===== config.mk =====
export PLATFORM = sky130hd
export DESIGN_NAME = gray_feeder
export DESIGN_NICKNAME = d
export VERILOG_FILES = /design/src/rtl/gray_feeder.sv
export SDC_FILE = /design/constraint.sdc
export NUM_CORES = 1
export LEC_CHECK = 0
export CAP_MARGIN = 20
export CORE_ASPECT_RATIO = 1.25
export CORE_MARGIN = 2
export CORE_UTILIZATION = 64
export CTS_BUF_LIST = sky130_fd_sc_hd__clkbuf_4
export DETAILED_ROUTE_END_ITERATION = 7
export HOLD_SLACK_MARGIN = 0.02
export PLACE_DENSITY = 0.88
export SLEW_MARGIN = 20
export SYNTH_ARGS = -nofsm -noshare
export SYNTH_HDL_FRONTEND = slang
export SYNTH_SLANG_ARGS = --single-unit

===== constraint.sdc =====
create_clock -name clock -period 8.52 [get_ports clock]
set_clock_uncertainty 0.2 [all_clocks]
set_input_delay 1.704 -clock clock [delete_from_list [all_inputs] [get_ports clock]]
set_output_delay 1.704 -clock clock [all_outputs]
set_load 0.01 [all_outputs]

===== src/rtl/gray_feeder.sv =====
// gray_feeder: drains 24-bit RGB pixels from an upstream FWFT FIFO and
// converts each one to 8-bit grayscale, gray = floor((R+G+B)/3). The result
// is pushed into the Sobel input FIFO. A raster position is tracked so the
// push of the last pixel of each frame can be flagged.
//
// Ports:
//   clock      in   rising-edge clock
//   reset      in   asynchronous, active-high reset
//   in_rd_en   out  pop request to upstream RGB FIFO
//   in_empty   in   upstream FIFO empty
//   in_dout    in   FWFT head pixel {R[23:16], G[15:8], B[7:0]}
//   out_wr_en  out  push strobe to Sobel input FIFO
//   out_full   in   Sobel input FIFO full
//   out_din    out  grayscale pixel (S2 register)
//   frame_done out  pulse with the push of the last pixel of a frame
//   busy       out  any pipeline stage holds a valid pixel
module gray_feeder #(
  parameter int WIDTH  = 720,
  parameter int HEIGHT = 540
) (
  input  logic        clock,
  input  logic        reset,
  output logic        in_rd_en,
  input  logic        in_empty,
  input  logic [23:0] in_dout,
  output logic        out_wr_en,
  input  logic        out_full,
  output logic [7:0]  out_din,
  output logic        frame_done,
  output logic        busy
);

  localparam int XW = (WIDTH  > 1) ? $clog2(WIDTH)  : 1;
  localparam int YW = (HEIGHT > 1) ? $clog2(HEIGHT) : 1;
  localparam logic [XW-1:0] X_LAST = XW'(WIDTH - 1);
  localparam logic [YW-1:0] Y_LAST = YW'(HEIGHT - 1);

  // r_vld_pipe[1] = S1 valid, r_vld_pipe[2] = S2 valid
  logic [2:1]    r_vld_pipe;
  logic [9:0]    r_sum;
  logic [7:0]    r_gray;
  logic [XW-1:0] r_x;
  logic [YW-1:0] r_y;

  logic          w_adv;
  logic          w_rd;
  logic [9:0]    w_sum;
  logic [20:0]   w_prod;
  logic [7:0]    w_gray;

  // The whole pipe stalls only when S2 holds a pixel that cannot be pushed.
  assign w_adv = !(r_vld_pipe[2] && out_full);
  assign w_rd  = w_adv && !in_empty && !reset;

  assign w_sum = {2'b00, in_dout[23:16]} + {2'b00, in_dout[15:8]} + {2'b00, in_dout[7:0]};

  // 683/2048 exceeds 1/3 by 1/6144; for sum <= 765 the excess stays below
  // the smallest fractional gap (1/3), so the floor is exact.
  assign w_prod = 21'(r_sum) * 21'd683;
  assign w_gray = 8'(w_prod >> 11);

  always_ff @(posedge clock or posedge reset) begin
    if (reset) begin
      r_vld_pipe <= '0;
      r_sum      <= '0;
      r_gray     <= '0;
    end else if (w_adv) begin
      r_vld_pipe[1] <= w_rd;
      if (w_rd) r_sum <= w_sum;
      r_vld_pipe[2] <= r_vld_pipe[1];
      if (r_vld_pipe[1]) r_gray <= w_gray;
    end
  end

  always_ff @(posedge clock or posedge reset) begin
    if (reset) begin
      r_x <= '0;
      r_y <= '0;
    end else if (out_wr_en) begin
      if (r_x == X_LAST) begin
        r_x <= '0;
        r_y <= (r_y == Y_LAST) ? '0 : r_y + 1'b1;
      end else begin
        r_x <= r_x + 1'b1;
      end
    end
  end

  assign in_rd_en   = w_rd;
  assign out_wr_en  = r_vld_pipe[2] && !out_full;
  assign out_din    = r_gray;
  assign frame_done = out_wr_en && (r_x == X_LAST) && (r_y == Y_LAST);
  assign busy       = |r_vld_pipe;

endmodule


# Yosys cells after proc, flatten, opt, wreduce, memory -nomap -nowiden
# Cells that the tools add are included.
[word_totals]
reg_bits = 40
output_inout_bits = 12
[classes]
n_reduce_logical = 14
mul = 1
mux = 2
n_addsub = 4
eq_ne = 2
bitwise_logic = 1
[ops]
columns = ["op", "n"]
rows = [
  ["adder 10 x 1 -> 10 bit (second input constant)", 2],
  ["equality test 10 bit (second input constant)", 2],
  ["two-way mux 10 bit", 2],
  ["multiplier 10 x 10 -> 19 bit (second input constant)", 1],
  ["adder 9 x 8 -> 10 bit", 1],
  ["adder 8 x 8 -> 9 bit", 1],
  ["logical AND 1 bit", 6],
  ["AND reduction 2 bit", 3],
  ["logical NOT 1 bit", 4],
  ["OR reduction 2 bit", 1],
  ["inverter 1 bit", 1],
]

# Longest topological paths before layout
# Gate-level depths: netlist of the first run.
[logic_depth]
depth_word = 5
depth_mapped = 16
ltp_nobuf = 16

# Least setup slack after synthesis of the first run
# No wires, ideal clock.
[synth_timing]
kind = "input-to-output"
from = "input port out_full"
to = "output port frame_done"
arrival_time_ns = 2.906
required_time_ns = 6.616
cell_stages = 3
path_slack_ns = 3.710
cell_sequence = "nand2b_1 > or2_2 > nor4_1"
[synth_between]
elab_chain_cells = 4
[synth_lines]
columns = ["element", "line", "source"]
rows = [
  ["start: declaration", "27", "input logic out_full,"],
  ["logical NOT 1 bit", "90", "assign out_wr_en = r_vld_pipe[2] && !out_full;"],
  ["logical AND 1 bit", "90", ""],
  ["logical AND 1 bit (2 in series)", "92", "assign frame_done = out_wr_en && (r_x == X_LAST) && (r_y == Y_LAST);"],
  ["end: declaration", "29", "output logic frame_done,"],
]
# No other way between the ends.

# Worst setup path in the final report of the first run
# Ends and elaborated chain as after synthesis.

==> reports/results.ini, run 1 <==
[status]
outcome=completed

[logic_synthesis]
synthSimpleGateAreaFrac=0.1423
synth_top_area_share=0.2524
synth-seq-area-share=0.2524
synth_cell_types=45
syn_inst=423
synth-xor-area-share=0.05741
syn-mean-instance-area_um2=9.377
synthArstFlopShare=1.000
synth_fa_ha_area_frac=0.3628
synth_top_family_by_area=adder cells
synth_compound_area_frac=0.1126
yosysWarnings=0
synth.area.top_cells=dfrtp_1 25%, ha_1 21%, fa_1 15%
synthFlopType=dfrtp_1
synth_edf_count=0
synth_top_area_cell=dfrtp_1
synth-seq-cells=40
synth_area_um2=3966
synth.mux.area_fraction=0.005363
mappedNetlistNets=548

[routing]
drtAntennaViolNets=0
wl_um=8287
vias_per_cell=5.675
route.detailed.drc=0
wl_per_cell_um=14.99
drt_first_pass_iters=6
drt_iter0_drc=126
vias=3138

[floorplan]
io_pins=40
die_w_um=74.41
coreArea_um2=6086
die_y_um=92.02
fp-row-count=32
initial_core_util=0.6517
die_area_um2=6847

[setup_path]
cp.arrival_ps=4100
crit_buf_inv=2
cp_num_cells=5
cpPeakStageDelay_ps=670
cp_slowest_cell=clkdlybuf4s50_1
cp-start-kind=input pin
crit_type=in2out
cp-end-kind=primary output
cp_top_family=simple AND/OR/NAND/NOR gates
cp_max_fo=7
crit_path_frequent_cell=clkdlybuf4s50_1
crit_path_cell_trace=clkdlybuf4s50_1, nand2b_1, or2_2, nor4_1, clkdlybuf4s50_1
reg2regPathDepth=15
critical_path_required_ps=6620

[clock_tree]
cts_setup_buffers=0
clk_path_buf_depth=2
cts_resized=0
cts_tree=built
ctsHoldBuffers=0
htree_levels=2
numClockSinks=40
clkTransAtPathRegs_ps=130
root_buffer=clkbuf_4
insertion_delay_ps=360
cts_buffers=5

[sta]
tightest_slew_ps=859.1
finalSetupViolCount=0
period_minus_slack_ps=6004
slew_viol_final=0
relSlewSlack=0.4200
rsz0062_at_grt=false
fin_crit_sh=0.7047
hold_viol_final=0
final.setup.tns_ps=0
whs_ps=299.4
timing.fmax_mhz=166.6

[placement]
placed_area_um2=4459
io_buffers=39
place_congestion=0.9524
post-dp-hpwl_um=6981

[hold_path]
whs_path_depth=2
hold_path.class=reg2reg

[finish]
drive_gt1_frac=0.03419
fin_area_um2=4539
n_antenna_cell=0
synthToLayoutAreaGrowth_pct=14.45
nets=592

[global_routing]
grtUsageTotal=0.2737
globalRoute.totalOverflow=0
antenna_found_initial=0
grt_max_degree=41
grt_pass1_wl_um=14570
grt_pass1_vias=3445

[run]
cap_violations=0

[placed cells by master, fill, tap and decap left out, types with 2 or more instances in the layout]
cell type,count
nor2b_1,2
nand2b_1,4
and2_1,2
o221ai_1,2
nor2_1,24
o21ai_0,29
o21a_1,3
nand3_1,10
inv_1,68
a31oi_1,4
fa_1,30
nand2_1,43
xnor2_1,13
a21oi_1,13
or3_1,5
nor3_1,6
ha_1,67
o31ai_1,4
o21bai_1,2
a211oi_1,2
nand4_1,7
clkdlybuf4s50_1,39
xor2_1,13
a21o_1,3
clkbuf_4,5
and3_1,4
dfrtp_1,40
or2_2,2
[per-stage QoR]
step | instances | setup slack [ps] | util
floorplan | 423 | 3710 | -
CTS | 553 | 2562 | 0.7459
detailed placement | 545 | 2577 | 0.7327
global route | 553 | 2472 | 0.7459
global placement | 545 | 2672 | 0.7327
finish | 553 | 2516 | 0.7459
[logic make-up after synthesis]
family | count (synthesis)
simple gates | 115
fa+ha+maj | 97
compound gates | 72
buf+inv | 71
flops | 40
xor+xnor | 26
mux | 2
[final timing paths]
check	to	start	slack [ps]
worst max-delay path	frame_done	out_full	2520
worst min-delay path	out_din[2]	out_din[2]	300
worst max register to register	out_din[5]	r_sum[5]	3490
worst min register to register	out_din[2]	out_din[2]	300
max in group asynchronous	r_sum[1]	reset	6180
min in group asynchronous	r_y[1]	reset	1590
[flip-flops by register name, indices dropped and copies added, names as in the netlist]
name	count
r_vld_pipe	2
r_x	10
r_y	10
out_din	8
r_sum	10
[Yosys cell counts, drive strengths merged, types with 3 or more instances]
cell type,count
clkbuf,3
ha,67
or3,5
nand4,8
o21a,3
nor3,6
fa,30
nor2,24
nand3,10
nand2b,4
xnor2,13
inv,68
and3,4
dfrtp,40
o21ai,29
a31oi,4
a21o,3
a21oi,13
xor2,13
nand2,43
o31ai,4
[final cells by class]
| class | count | area [um^2] |
|---|---|---|
| clock inverters | 3 | 42.54 |
| clock buffers | 5 | 37.54 |
| inverters | 68 | 255.2 |
| well taps | 85 | 106.4 |
| multi-input cells | 312 | 2699 |
| fillers | 466 | 1546 |
| flip-flops and latches | 40 | 1001 |
| repair buffers | 40 | 397.9 |
[worst min-delay path, delay by kind of cell (launching register included)]
kind | cells | cell delay [ps]
simple gates | 1 | 50
flops | 1 | 360
compound gates | 1 | 60
[per-layer routing]
metal	vias up	global-route usage	routed length [um]
met5	-	0	0
met4	0	0.1027	188
met3	18	0.03187	221
met2	73	0.5059	4615
met1	1525	0.3115	3261
li1	1522	-	-
Power of run 1 is left out: the tool's default activity adds up to more than one toggle a clock period on the data nets, which glitch-free logic cannot reach.
==> run 2, diff against run 1 <==
--- a/config.mk
+++ b/config.mk
@@ -8,11 +8,11 @@
 export CAP_MARGIN = 20
 export CORE_ASPECT_RATIO = 1.25
 export CORE_MARGIN = 2
-export CORE_UTILIZATION = 64
+export CORE_UTILIZATION = 60
 export CTS_BUF_LIST = sky130_fd_sc_hd__clkbuf_4
 export DETAILED_ROUTE_END_ITERATION = 7
 export HOLD_SLACK_MARGIN = 0.02
-export PLACE_DENSITY = 0.88
+export PLACE_DENSITY = 0.83
 export SLEW_MARGIN = 20
 export SYNTH_ARGS = -nofsm -noshare
 export SYNTH_HDL_FRONTEND = slang
==> constraint.sdc (replaced) <==
create_clock -name clock -period 6.25 [get_ports clock]
set_clock_uncertainty 0.2 [all_clocks]
set_input_delay 1.25 -clock clock [delete_from_list [all_inputs] [get_ports clock]]
set_output_delay 1.25 -clock clock [all_outputs]
set_load 0.01 [all_outputs]
==> run 2 against run 1 <==
Against the previous run: design area decreased by 0.47%; global-route usage decreased by 4.2 points; worst hold slack got worse by 5.8 ps; critical path depth unchanged; final cell count increased by 0.36%; register-to-register slack got worse by 2100 ps; die area increased by 6.3%; clock-buffer cell count increased by 1; routed wire length decreased by 8.5%; non-clock buffer count unchanged; utilization decreased by 4.9 points; critical endpoint unchanged.
==> reports/results.ini, run 2 (same netlist as run 1, synthesis figures left out) <==
[setup_path]
cp-end-kind=primary output
crit_type=in2out
cp.arrival_ps=3500
cp-start-kind=input pin
critical_path_required_ps=4800
reg2reg_from=r_sum[5]
crit_start=out_full
cp_max_fo=7

[finish]
nets=592
drive_gt1_frac=0.03205
largest_registers=r_sum x10, r_x x10, r_y x10
n_antenna_cell=0
final_common_cell=inv_1
synthToLayoutAreaGrowth_pct=13.91
layout_common_cells=68 x inv_1, 67 x ha_1, 43 x nand2_1, 40 x dfrtp_1, 39 x clkdlybuf4s50_1
final_cells=555

[global_routing]
grtUsageTotal=0.2319
grt_pass1_wl_um=13560
grt_max_degree=41
antenna_found_initial=0
grt_pass1_vias=3197
globalRoute.totalOverflow=0

[floorplan]
coreArea_um2=6482
die_w_um=76.72
fp-row-count=33
die_area_um2=7281
die_y_um=94.90
initial_core_util=0.6119
io_pins=40

[clock_tree]
cts_tree=built
root_buffer=clkbuf_4
cts_resized=0
clkTransAtPathRegs_ps=110
insertion_delay_ps=350
ctsHoldBuffers=0
numClockSinks=40
clk_path_buf_depth=2
cts_setup_buffers=0
htree_levels=2
cts_buffers=5

[placement]
post-dp-hpwl_um=6482
io_buffers=39
place_congestion=0.9218
place_inst=547

[sta]
rsz0062_at_grt=false
final.setup.tns_ps=0
finalSetupViolCount=0
timing.fmax_mhz=202.0
period_minus_slack_ps=4950
fin_crit_sh=0.7920
relSlewSlack=0.4364
hold_viol_final=0
tightest_slew_ps=834.9
slew_viol_final=0

[routing]
wl_um=7579
vias=3061
route.detailed.drc=0
drt_first_pass_iters=4
drt_iter0_drc=148
drtAntennaViolNets=0
vias_per_cell=5.515
wl_per_cell_um=13.66

[hold_path]
min-delay-start=out_din[0]
hold_path.class=reg2reg

[status]
outcome=completed

[run]
cap_violations=0

==> run 2: critical path, stage by stage <==
cell	delay, ps
clkdlybuf4s50_1	430
nand2b_1	270
or2_2	370
nor4_1	520
clkdlybuf4s50_1	650
==> run 2: final timing paths <==
kind / slack (ps) / end / depth (start not counted)
setup / recovery: 1300 / frame_done / 5
min in group asynchronous: 1130 / r_vld_pipe[2] / 3
setup reg to reg: 1360 / out_din[5] / 15
hold / removal: 290 / out_din[0] / 2
max in group asynchronous: 4360 / r_sum[4] / 3
hold reg to reg: 290 / out_din[0] / 2
==> run 2: layout make-up <==
cell class	instances	area [um^2]
flip-flops and latches	40	1001
clock inverters	2	11.26
multi-input cells	312	2699
inverters	68	255.2
clock buffers	6	45.04
well taps	87	108.9
fillers	498	1964
repair buffers	40	397.9
==> run 2: routing by layer <==
metal | GRT usage | up-vias | routed length, um | part of all wire
met4 | 0.09242 | 0 | 221 | 0.029
met1 | 0.2724 | 1480 | 3227 | 0.43
li1 | - | 1521 | - | -
met2 | 0.4320 | 45 | 3955 | 0.52
met5 | 0 | - | 0 | 0
met3 | 0.02677 | 15 | 175 | 0.023
==> run 2: metrics by stage <==
step | hold slack, ps | cell area [um^2] | setup WS (ps) | utilization
final | 293.6 | 4518 | 1300 | 0.6970
after global routing | 332.1 | 4518 | 1123 | 0.6970
after CTS | 299.3 | 4518 | 1291 | 0.6970
after detailed placement | 271.6 | 4462 | 1308 | 0.6883
after global placement | 267.9 | 4462 | 1341 | 0.6883
after floorplan | 256.4 | 3966 | 1799 | -
Power of run 2 is left out for the same reason.
==> run 3, diff against run 2 <==
==> constraint.sdc (replaced) <==
create_clock -name clock -period 4.9 [get_ports clock]
set_clock_uncertainty 0.2 [all_clocks]
set_input_delay 0.98 -clock clock [delete_from_list [all_inputs] [get_ports clock]]
set_output_delay 0.98 -clock clock [all_outputs]
set_load 0.01 [all_outputs]
==> run 3 against run 2 <==
Against the previous run: first-iteration DRC count increased by 30%; utilization up 0.23 points; non-clock buffer count grew 2; register-to-register slack worse by 1100 ps; sequential cell count stayed put; routed wire length increased by 7.8%; highest routed layer unchanged.
==> reports/results.ini, run 3 (same netlist as run 1, synthesis figures left out) <==
[routing]
wl_um=8170
vias_per_cell=5.671
drt_first_pass_iters=4
drtAntennaViolNets=0
wl_per_cell_um=14.69
drt_iter0_drc=192
route.detailed.drc=0
vias=3153

[sta]
fin_crit_sh=0.9537
timing.fmax_mhz=214.0
period_minus_slack_ps=4673
rsz0062_at_grt=false
finalSetupViolCount=0
slew_viol_final=0
tightest_slew_ps=600.5
final.setup.tns_ps=0
hold_viol_final=0
relSlewSlack=0.5967

[setup_path]
cp-end-kind=flop
cp.arrival_ps=4700
crit_buf_inv=4
crit_path_frequent_cell=inv_1
crit_type=reg2reg
cp_top_family=adder cells
critical_path_required_ps=4930
cpPeakStageDelay_ps=530
cp_max_fo=7
crit_path_cell_trace=ha_1, inv_1, fa_1, inv_1, fa_1, inv_1, fa_1, inv_1, ha_1, ha_1, a21oi_2, o21ai_0, a311o_1, a31oi_1, xor2_1, o21ai_0
cp-start-kind=flop
cp_slowest_cell=fa_1

[global_routing]
grt_pass1_vias=3242
grt_pass1_wl_um=14260
grtUsageTotal=0.2473
antenna_found_initial=0
globalRoute.totalOverflow=0
grt_max_degree=41

[clock_tree]
cts_setup_buffers=0
htree_levels=2
root_buffer=clkbuf_4
clkTransAtPathRegs_ps=120
clk_path_buf_depth=2
numClockSinks=40
cts_buffers=5
cts_tree=built
insertion_delay_ps=350

[floorplan]
die_w_um=76.72
initial_core_util=0.6119
fp-row-count=33
die_area_um2=7281
coreArea_um2=6482
io_pins=40
die_y_um=94.90

[placement]
place_congestion=0.9426
io_buffers=39
post-dp-hpwl_um=6934

[finish]
largest_registers=r_sum x10, r_x x10, r_y x10
layout_common_cells=68 x inv_1, 67 x ha_1, 43 x nand2_1, 39 x clkdlybuf4s50_1, 39 x dfrtp_1
nets=594
synthToLayoutAreaGrowth_pct=14.29
drive_gt1_frac=0.04051
layout.area.seq_um2=1002
multi_input_area_um2=2704
n_antenna_cell=0
final_common_cell=inv_1
fillers=511

[run]
cap_violations=0

[status]
outcome=completed

[hold_path]
hold_path.class=reg2reg

run 3: path summary, 6_finish.rpt:
kind / cells after the start / from / slack, ps / to
setup / recovery: 16 / r_sum[3] / 230 / out_din[6]
hold / removal: 2 / out_din[3] / 300 / out_din[3]
setup reg to reg: 16 / r_sum[3] / 230 / out_din[6]
hold reg to reg: 2 / out_din[3] / 300 / out_din[3]
max in group asynchronous: 3 / reset / 3270 / r_sum[5]
min in group asynchronous: 3 / reset / 860 / r_vld_pipe[1]
run 3: layout make-up:
class / instances / share of cell area
Sequential cell: 40 / 0.2211
Clock inverter: 2 / 0.002760
Timing Repair Buffer: 42 / 0.09108
Multi-Input combinational cell: 312 / 0.5965
Tap cell: 87 / 0.02401
Inverter: 68 / 0.05631
Clock buffer: 5 / 0.008280
run 3: metrics by stage:
step	utilization	setup WS [ps]	hold WS, ps	instances	cell area, um^2
2_1_floorplan	-	448.9	256.4	423	3966
3_3_place_gp	0.6906	277.8	267.8	549	4477
6_report	0.6993	227.0	302.6	556	4533
5_1_grt	0.6993	32.23	335.7	556	4533
3_5_place_dp	0.6906	183.2	276.3	549	4477
4_1_cts	0.6983	161.5	305.4	556	4527
run 3: what timing repair did:
| item | in CTS | in global routing |
|---|---|---|
| hold buffers | 0 | 0 |
| endpoints found under the setup margin | 0 | 3 |
| gates resized for setup | 0 | 5 |
run 3: metal layers:
layer  vias up  track usage  wire length [um]
met5         -            0                 0
met4         0       0.1045               238
met3        19      0.02677               218
met2        63       0.4510              4333
met1      1539       0.2973              3380
li1       1532            -                 -
run 3: tightest hold or removal path: cells and delay by family, from the launching register on:
kind             cells  cell delay, ps
AO/OA/AOI/OAI        1              70
AND/OR/NAND/NOR      1              50
flip-flops           1             360
Power of run 3 is left out for the same reason.
